## src/rtl/vend_ctrl_param_if.sv

```systemverilog
// Handshake/bus bundle between the vending controller, the coin/keypad front end and the dispenser.
// The slave modport is the controller's view; master is the front end / dispenser side.
interface vend_ctrl_param_if #(
    parameter int SEL_W    = 2,
    parameter int CREDIT_W = 4
);
    logic                coin_valid;
    logic [1:0]          coin_val;
    logic                coin_accept;
    logic                coin_reject;
    logic                sel_valid;
    logic [SEL_W-1:0]    sel_id;
    logic                cancel;
    logic                err_insuf;
    logic                vend_valid;
    logic [SEL_W-1:0]    vend_id;
    logic                vend_ready;
    logic                chg_valid;
    logic                chg_ready;
    logic [CREDIT_W-1:0] credit;
    logic                busy;

    modport slave (
        input  coin_valid, coin_val, sel_valid, sel_id, cancel, vend_ready, chg_ready,
        output coin_accept, coin_reject, err_insuf, vend_valid, vend_id, chg_valid, credit, busy
    );

    modport master (
        output coin_valid, coin_val, sel_valid, sel_id, cancel, vend_ready, chg_ready,
        input  coin_accept, coin_reject, err_insuf, vend_valid, vend_id, chg_valid, credit, busy
    );
endinterface

```

## src/rtl/vend_ctrl_param.sv

```systemverilog
// Parametrised vending controller: credit in 0.50 units, per-product price table,
// valid/ready handshakes for product drop and one-coin-per-beat change payout.
module vend_ctrl_param #(
    parameter int                             CREDIT_W    = 4,
    parameter int                             MAX_CREDIT  = 7,
    parameter int                             NUM_PROD    = 4,
    parameter logic [NUM_PROD*CREDIT_W-1:0]   PRICES      = {4'd5, 4'd4, 4'd3, 4'd2},
    parameter bit                             AUTO_CHANGE = 1'b0
) (
    input  logic               clk,
    input  logic               reset,
    vend_ctrl_param_if.slave   bus
);
    localparam int SEL_W = (NUM_PROD > 1) ? $clog2(NUM_PROD) : 1;

    typedef enum logic [1:0] {S_IDLE, S_VEND, S_CHANGE} state_t;

    state_t              r_state;
    logic [CREDIT_W-1:0] r_credit;
    logic [SEL_W-1:0]    r_vend_id;
    logic                r_coin_accept;
    logic                r_coin_reject;
    logic                r_err_insuf;
    logic                r_vend_valid;
    logic                r_chg_valid;

    state_t              w_state_n;
    logic [CREDIT_W-1:0] w_credit_n;
    logic [SEL_W-1:0]    w_vend_id_n;
    logic                w_accept_n;
    logic                w_reject_n;
    logic                w_err_n;
    logic [CREDIT_W-1:0] w_price;
    logic                w_sel_ok;

    function automatic logic [1:0] f_coin_units(input logic [1:0] val);
        case (val)
            2'b01:   return 2'd1;
            2'b10:   return 2'd2;
            default: return 2'd0;
        endcase
    endfunction

    // Sum is formed one bit wider than the credit so a full register can never wrap past the ceiling.
    function automatic logic f_coin_fits(input logic [CREDIT_W-1:0] cr, input logic [1:0] units);
        logic [CREDIT_W:0] sum;
        sum = (CREDIT_W+1)'(cr) + (CREDIT_W+1)'(units);
        return (units != 2'd0) && (sum <= (CREDIT_W+1)'(MAX_CREDIT));
    endfunction

    function automatic logic [CREDIT_W-1:0] f_price(input logic [SEL_W-1:0] sel);
        logic [CREDIT_W-1:0] p;
        p = '0;
        for (int i = 0; i < NUM_PROD; i++) begin
            if (int'(sel) == i) p = PRICES[i*CREDIT_W +: CREDIT_W];
        end
        return p;
    endfunction

    assign w_price  = f_price(bus.sel_id);
    assign w_sel_ok = (int'(bus.sel_id) < NUM_PROD) && (r_credit >= w_price);

    always_comb begin
        w_state_n   = r_state;
        w_credit_n  = r_credit;
        w_vend_id_n = r_vend_id;
        w_accept_n  = 1'b0;
        w_reject_n  = 1'b0;
        w_err_n     = 1'b0;
        case (r_state)
            S_IDLE: begin
                // One event per cycle; a coin that loses to cancel or select is handed back.
                if (bus.cancel) begin
                    w_reject_n = bus.coin_valid;
                    if (r_credit != '0) w_state_n = S_CHANGE;
                end else if (bus.sel_valid) begin
                    w_reject_n = bus.coin_valid;
                    if (w_sel_ok) begin
                        w_credit_n  = r_credit - w_price;
                        w_vend_id_n = bus.sel_id;
                        w_state_n   = S_VEND;
                    end else begin
                        w_err_n = 1'b1;
                    end
                end else if (bus.coin_valid) begin
                    if (f_coin_fits(r_credit, f_coin_units(bus.coin_val))) begin
                        w_credit_n = r_credit + CREDIT_W'(f_coin_units(bus.coin_val));
                        w_accept_n = 1'b1;
                    end else begin
                        w_reject_n = 1'b1;
                    end
                end
            end
            S_VEND: begin
                w_reject_n = bus.coin_valid;
                if (r_vend_valid && bus.vend_ready)
                    w_state_n = (AUTO_CHANGE && (r_credit != '0)) ? S_CHANGE : S_IDLE;
            end
            S_CHANGE: begin
                w_reject_n = bus.coin_valid;
                if (r_chg_valid && bus.chg_ready && (r_credit != '0)) begin
                    w_credit_n = r_credit - CREDIT_W'(1);
                    if (r_credit == CREDIT_W'(1)) w_state_n = S_IDLE;
                end
            end
            default: w_state_n = S_IDLE;
        endcase
    end

    // Valids are derived from the next state so they are registered and line up with the state change.
    always_ff @(posedge clk) begin
        if (reset) begin
            r_state       <= S_IDLE;
            r_credit      <= '0;
            r_vend_id     <= '0;
            r_coin_accept <= 1'b0;
            r_coin_reject <= 1'b0;
            r_err_insuf   <= 1'b0;
            r_vend_valid  <= 1'b0;
            r_chg_valid   <= 1'b0;
        end else begin
            r_state       <= w_state_n;
            r_credit      <= w_credit_n;
            r_vend_id     <= w_vend_id_n;
            r_coin_accept <= w_accept_n;
            r_coin_reject <= w_reject_n;
            r_err_insuf   <= w_err_n;
            r_vend_valid  <= (w_state_n == S_VEND);
            r_chg_valid   <= (w_state_n == S_CHANGE) && (w_credit_n != '0);
        end
    end

    assign bus.coin_accept = r_coin_accept;
    assign bus.coin_reject = r_coin_reject;
    assign bus.err_insuf   = r_err_insuf;
    assign bus.vend_valid  = r_vend_valid;
    assign bus.vend_id     = r_vend_id;
    assign bus.chg_valid   = r_chg_valid;
    assign bus.credit      = r_credit;
    assign bus.busy        = (r_state != S_IDLE);
endmodule

```

## src/flat_wrapper.sv

```systemverilog
// flat-port wrapper written by rule: the top's interface ports become plain ports
module vend_ctrl_param_flat 
#(
    parameter int                             CREDIT_W    = 4,
    parameter int                             MAX_CREDIT  = 7,
    parameter int                             NUM_PROD    = 4,
    parameter logic [NUM_PROD*CREDIT_W-1:0]   PRICES      = {4'd5, 4'd4, 4'd3, 4'd2},
    parameter bit                             AUTO_CHANGE = 1'b0
)
  (clk, reset, bus_coin_valid, bus_coin_val, bus_sel_valid, bus_sel_id, bus_cancel, bus_vend_ready, bus_chg_ready, bus_coin_accept, bus_coin_reject, bus_err_insuf, bus_vend_valid, bus_vend_id, bus_chg_valid, bus_credit, bus_busy);
  vend_ctrl_param_if #(.SEL_W(2), .CREDIT_W(CREDIT_W)) bus_i ();
  input  logic clk;
  input  logic reset;
  input wire logic [$bits(bus_i.coin_valid)-1:0] bus_coin_valid;
  input wire logic [$bits(bus_i.coin_val)-1:0] bus_coin_val;
  input wire logic [$bits(bus_i.sel_valid)-1:0] bus_sel_valid;
  input wire logic [$bits(bus_i.sel_id)-1:0] bus_sel_id;
  input wire logic [$bits(bus_i.cancel)-1:0] bus_cancel;
  input wire logic [$bits(bus_i.vend_ready)-1:0] bus_vend_ready;
  input wire logic [$bits(bus_i.chg_ready)-1:0] bus_chg_ready;
  output wire logic [$bits(bus_i.coin_accept)-1:0] bus_coin_accept;
  output wire logic [$bits(bus_i.coin_reject)-1:0] bus_coin_reject;
  output wire logic [$bits(bus_i.err_insuf)-1:0] bus_err_insuf;
  output wire logic [$bits(bus_i.vend_valid)-1:0] bus_vend_valid;
  output wire logic [$bits(bus_i.vend_id)-1:0] bus_vend_id;
  output wire logic [$bits(bus_i.chg_valid)-1:0] bus_chg_valid;
  output wire logic [$bits(bus_i.credit)-1:0] bus_credit;
  output wire logic [$bits(bus_i.busy)-1:0] bus_busy;
  assign bus_i.coin_valid = bus_coin_valid;
  assign bus_i.coin_val = bus_coin_val;
  assign bus_i.sel_valid = bus_sel_valid;
  assign bus_i.sel_id = bus_sel_id;
  assign bus_i.cancel = bus_cancel;
  assign bus_i.vend_ready = bus_vend_ready;
  assign bus_i.chg_ready = bus_chg_ready;
  assign bus_coin_accept = bus_i.coin_accept;
  assign bus_coin_reject = bus_i.coin_reject;
  assign bus_err_insuf = bus_i.err_insuf;
  assign bus_vend_valid = bus_i.vend_valid;
  assign bus_vend_id = bus_i.vend_id;
  assign bus_chg_valid = bus_i.chg_valid;
  assign bus_credit = bus_i.credit;
  assign bus_busy = bus_i.busy;
  vend_ctrl_param #(.CREDIT_W(CREDIT_W), .MAX_CREDIT(MAX_CREDIT), .NUM_PROD(NUM_PROD), .PRICES(PRICES), .AUTO_CHANGE(AUTO_CHANGE)) u_core (.clk(clk), .reset(reset), .bus(bus_i));
endmodule
```

## config.mk

```make
export PLATFORM = sky130hd
export DESIGN_NAME = vend_ctrl_param_flat
export DESIGN_NICKNAME = d
export VERILOG_FILES = /design/src/rtl/vend_ctrl_param_if.sv /design/src/rtl/vend_ctrl_param.sv /design/src/flat_wrapper.sv
export SDC_FILE = /design/constraint.sdc
export NUM_CORES = 1
export LEC_CHECK = 0
export ABC_AREA = 1
export CAP_MARGIN = 40
export CORE_MARGIN = 4
export CORE_UTILIZATION = 42
export CTS_CLUSTER_DIAMETER = 150
export DETAILED_ROUTE_END_ITERATION = 6
export HOLD_SLACK_MARGIN = 0.06
export PLACE_DENSITY_LB_ADDON = 0.05
export SYNTH_ARGS = -nofsm -noshare
export SYNTH_HDL_FRONTEND = slang
export SYNTH_SLANG_ARGS = --single-unit
```

## constraint.sdc

```tcl
create_clock -name clk -period 2.6 [get_ports clk]
set_input_delay 0.52 -clock clk [delete_from_list [all_inputs] [get_ports clk]]
set_output_delay 0.52 -clock clk [all_outputs]
set_load 0.005 [all_outputs]
```

==> reports/metrics.yaml <==
crit_required_ps: 2780
firstDrtPassIters: 4
synth-compound-area-share: 0.126
rrSetupSlack_ps: 400
internal_power_uw: 747
wl_met1_um: 1380
dpl.hpwl_um: 2320
combPwrFrac: 0.668
antenna_left: 0
design.die.area_um2: 3670
finalPower_mw: 1.42
worstReg2RegEnd: "u_core.bus.chg_valid$_SDFF_PP0_"
endpoint: "u_core.bus.chg_valid$_SDFF_PP0_"
cp-start-kind: "input pin"
synth_top_family_by_area: "simple AND/OR/NAND/NOR gates"
crit_family: "simple AND/OR/NAND/NOR gates"
clk-insertion-delay-late_ps: 280
yosys_warnings: 0
grt_pass1_vias: 1242
hold_viol_final: 0
dr_total_vias: 1266
synth_xor_area_frac: 0.00754
routedWlPerCell_um: 12.1
drv_cap: 0
fin_skew_ps: 4.78
wl_met2_um: 1350
maxSlewViolCount: 0
synthToLayoutAreaGrowth_pct: 34.1
clock-sinks: 13
setup_tns_ps: 0
synth_simple_gate_area_frac: 0.361
hold_buffers: 0
stdcell_area_um2: 1560
min_path_type: "reg2reg"
ys_types: 27
powerDensity_nw_per_um2: 913
cts_tree: "built"
cts_buffers: 3
fp.coreArea_um2: 2570
r2r_start: "u_core.bus.credit[1]$_SDFF_PP0_"
leakage_nw: 0.723
setup_viol: 0
max_stage_delay_ps: 480
drc: 0
synthMuxAreaShare: 0
grt_use_total: 0.189
cts.clk_slew.worst_paths_ps: 90
grt_max_degree: 10
switching_share: 0.474
relSlewSlack: 0.755
crit_fanout: 4
grt-ovfl-total: 0
hold_slack_ps: 448
grt_pass1_wl_um: 5260
worstSetupPathDepth: 16
clockBufferDepth: 2
pin_count: 23
nets: 240
met3_length_um: 180
die_w_um: 60.6
fmax_ghz: 0.404
worst_pin_slew_ps: 368
rows: 18
cp_slowest_cell: "clkdlybuf4s50_1"
gp_congestion: 0.937
drt_iter0_markers: 45
syn_inst: 179
peakVddDrop_mv: 0.587
wirelength_um: 2950
cts_max_level: 1
vias_per_cell: 5.21
cp-end-kind: "register"
start_util: 0.452
cp_cell_sequence: "clkdlybuf4s50_1 > ha_2 > ha_4 > inv_2 > fa_2 > nor2_1 > nor2_1 > nand2_1 > nor2_4 > buf_4 > nand4_1 > nand3_2 > nand2_2 > nand2_1 > nor2_2 > a21oi_1"
cts-root-buf: "clkbuf_4"
fin_crit_sh: 0.951
rr_worst_depth: 13
worstPathArrival_ps: 2650
startpoint: "bus_coin_val[0]"
portBuffers: 22
avgSynthCellArea_um2: 6.49
die-height_um: 60.6
layout_commonest_cell: "nand2_1"
path_class: "in2reg"
synth-seq-cells: 13
maxUsedRoutingLayer: "met4"
power_switching_uw: 674
fillers: 270
antenna_found_initial: 0
drive_gt1_frac: 0.178
synthAdderAreaFrac: 0.175
n_antenna_cell: 0
status: "complete, no violations"
p_seq_frac: 0.237
path_buf_inv: 3
layout_common_cells: "nand2_1, inv_1, clkdlybuf4s50_1"
final.min_clock_period_ps: 2470
dpl_cell_area_um2: 1470
ys_seq_area_frac: 0.224
syn_nets: 205
p_clk_frac: 0.094
netlist_area_um2: 1160
layer usage:
metal,track usage,up-vias
li1,-,649
met1,0.255,579
met3,0.0362,4
met4,0.0433,0
met5,0,-
met2,0.311,34
repair_timing:
item | CTS | global route
setup buffers | 0 | 3
resized for setup | 0 | 11
setup endpoints to repair | 0 | 3
stage by stage:
step / utilization / worst slack (ps) / std cells
after global routing: 0.606 / -4.02 / 243
after floorplan: - / 554 / 179
final: 0.606 / 127 / 243
after detailed placement: 0.572 / -156 / 236
after CTS: 0.582 / 117 / 240
after global placement: 0.572 / -65.7 / 236
state kept, by name, summed over array words and instances (netlist names):
signal and cells:
u_core.bus.vend_id 2, u_core.bus.coin_accept 1, u_core.bus.vend_valid 1, u_core.bus.chg_valid 1, u_core.bus.credit 4, u_core.bus.err_insuf 1
u_core.r_state 2, u_core.bus.coin_reject 1
tightest hold or removal path, cell delays in order (launching register included):
cell	delay, ps
dfxtp_1	320
inv_1	50
a21oi_1	50
Yosys cell counts:
master	instances	share of area
nor3_1	1	0.0043
nand2_1	44	0.14
clkinv_1	1	0.0032
o21ai_0	3	0.013
nor4_1	1	0.0054
fa_1	2	0.034
o21bai_1	1	0.0065
nand2_4	1	0.0097
o211ai_1	1	0.0065
nand4_1	3	0.016
nand3_1	17	0.073
inv_1	25	0.081
nand3_2	3	0.026
nand2_2	1	0.0054
ha_1	13	0.14
inv_2	4	0.013
nor2_1	12	0.039
nor3_2	1	0.0086
nor2_2	3	0.016
a21oi_1	19	0.082
xnor2_1	1	0.0075
clkbuf_1	3	0.0097
o21ai_1	3	0.013
nor2_4	1	0.0097
dfxtp_1	13	0.22
a31oi_1	1	0.0054
or2_2	1	0.0054
layout make-up:
class	instances	area, um2	share of cell area
inverters	30	113	0.0723
flip-flops and latches	13	260	0.167
repair buffers	33	303	0.195
clock buffers	4	26.3	0.0169
multi-input cells	133	817	0.525
well taps	30	37.5	0.0241
power groups by stage:
stage	Combinational [mW]	Clock [mW]	Sequential [mW]
after detailed placement	0.904	0	0.338
final	0.950	0.134	0.338
after global routing	1.09	0.145	0.349
after floorplan	0.577	0	0.323
after CTS	0.913	0.134	0.334
after global placement	0.889	0	0.335
cells by family (layout without fill, tap and decap cells):
logic type	Yosys count	count (layout)
and+or+nand+nor	89	89
buffers and inverters	33	67
AOI/OAI and AO/OA	28	28
adders and majority gates	15	15
DFF	13	13
xor gates and xnor gates	1	1
worst min path at each step:
stage | slack [ps] | to | cells after the start | startpoint
final | 450 | u_core.bus.vend_id[0]$_SDFFE_PP0P_ | 2 | u_core.bus.vend_id[0]$_SDFFE_PP0P_
after global routing | 480 | u_core.bus.vend_id[1]$_SDFFE_PP0P_ | 2 | u_core.bus.vend_id[1]$_SDFFE_PP0P_
after global placement | 430 | u_core.bus.vend_id[0]$_SDFFE_PP0P_ | 2 | u_core.bus.vend_id[0]$_SDFFE_PP0P_
after CTS | 450 | u_core.bus.vend_id[0]$_SDFFE_PP0P_ | 2 | u_core.bus.vend_id[0]$_SDFFE_PP0P_
after floorplan | 440 | u_core.bus.vend_id[0]$_SDFFE_PP0P_ | 2 | u_core.bus.vend_id[0]$_SDFFE_PP0P_
after detailed placement | 440 | u_core.bus.vend_id[0]$_SDFFE_PP0P_ | 2 | u_core.bus.vend_id[0]$_SDFFE_PP0P_
Note: power is estimated with default switching activity, not from simulation.
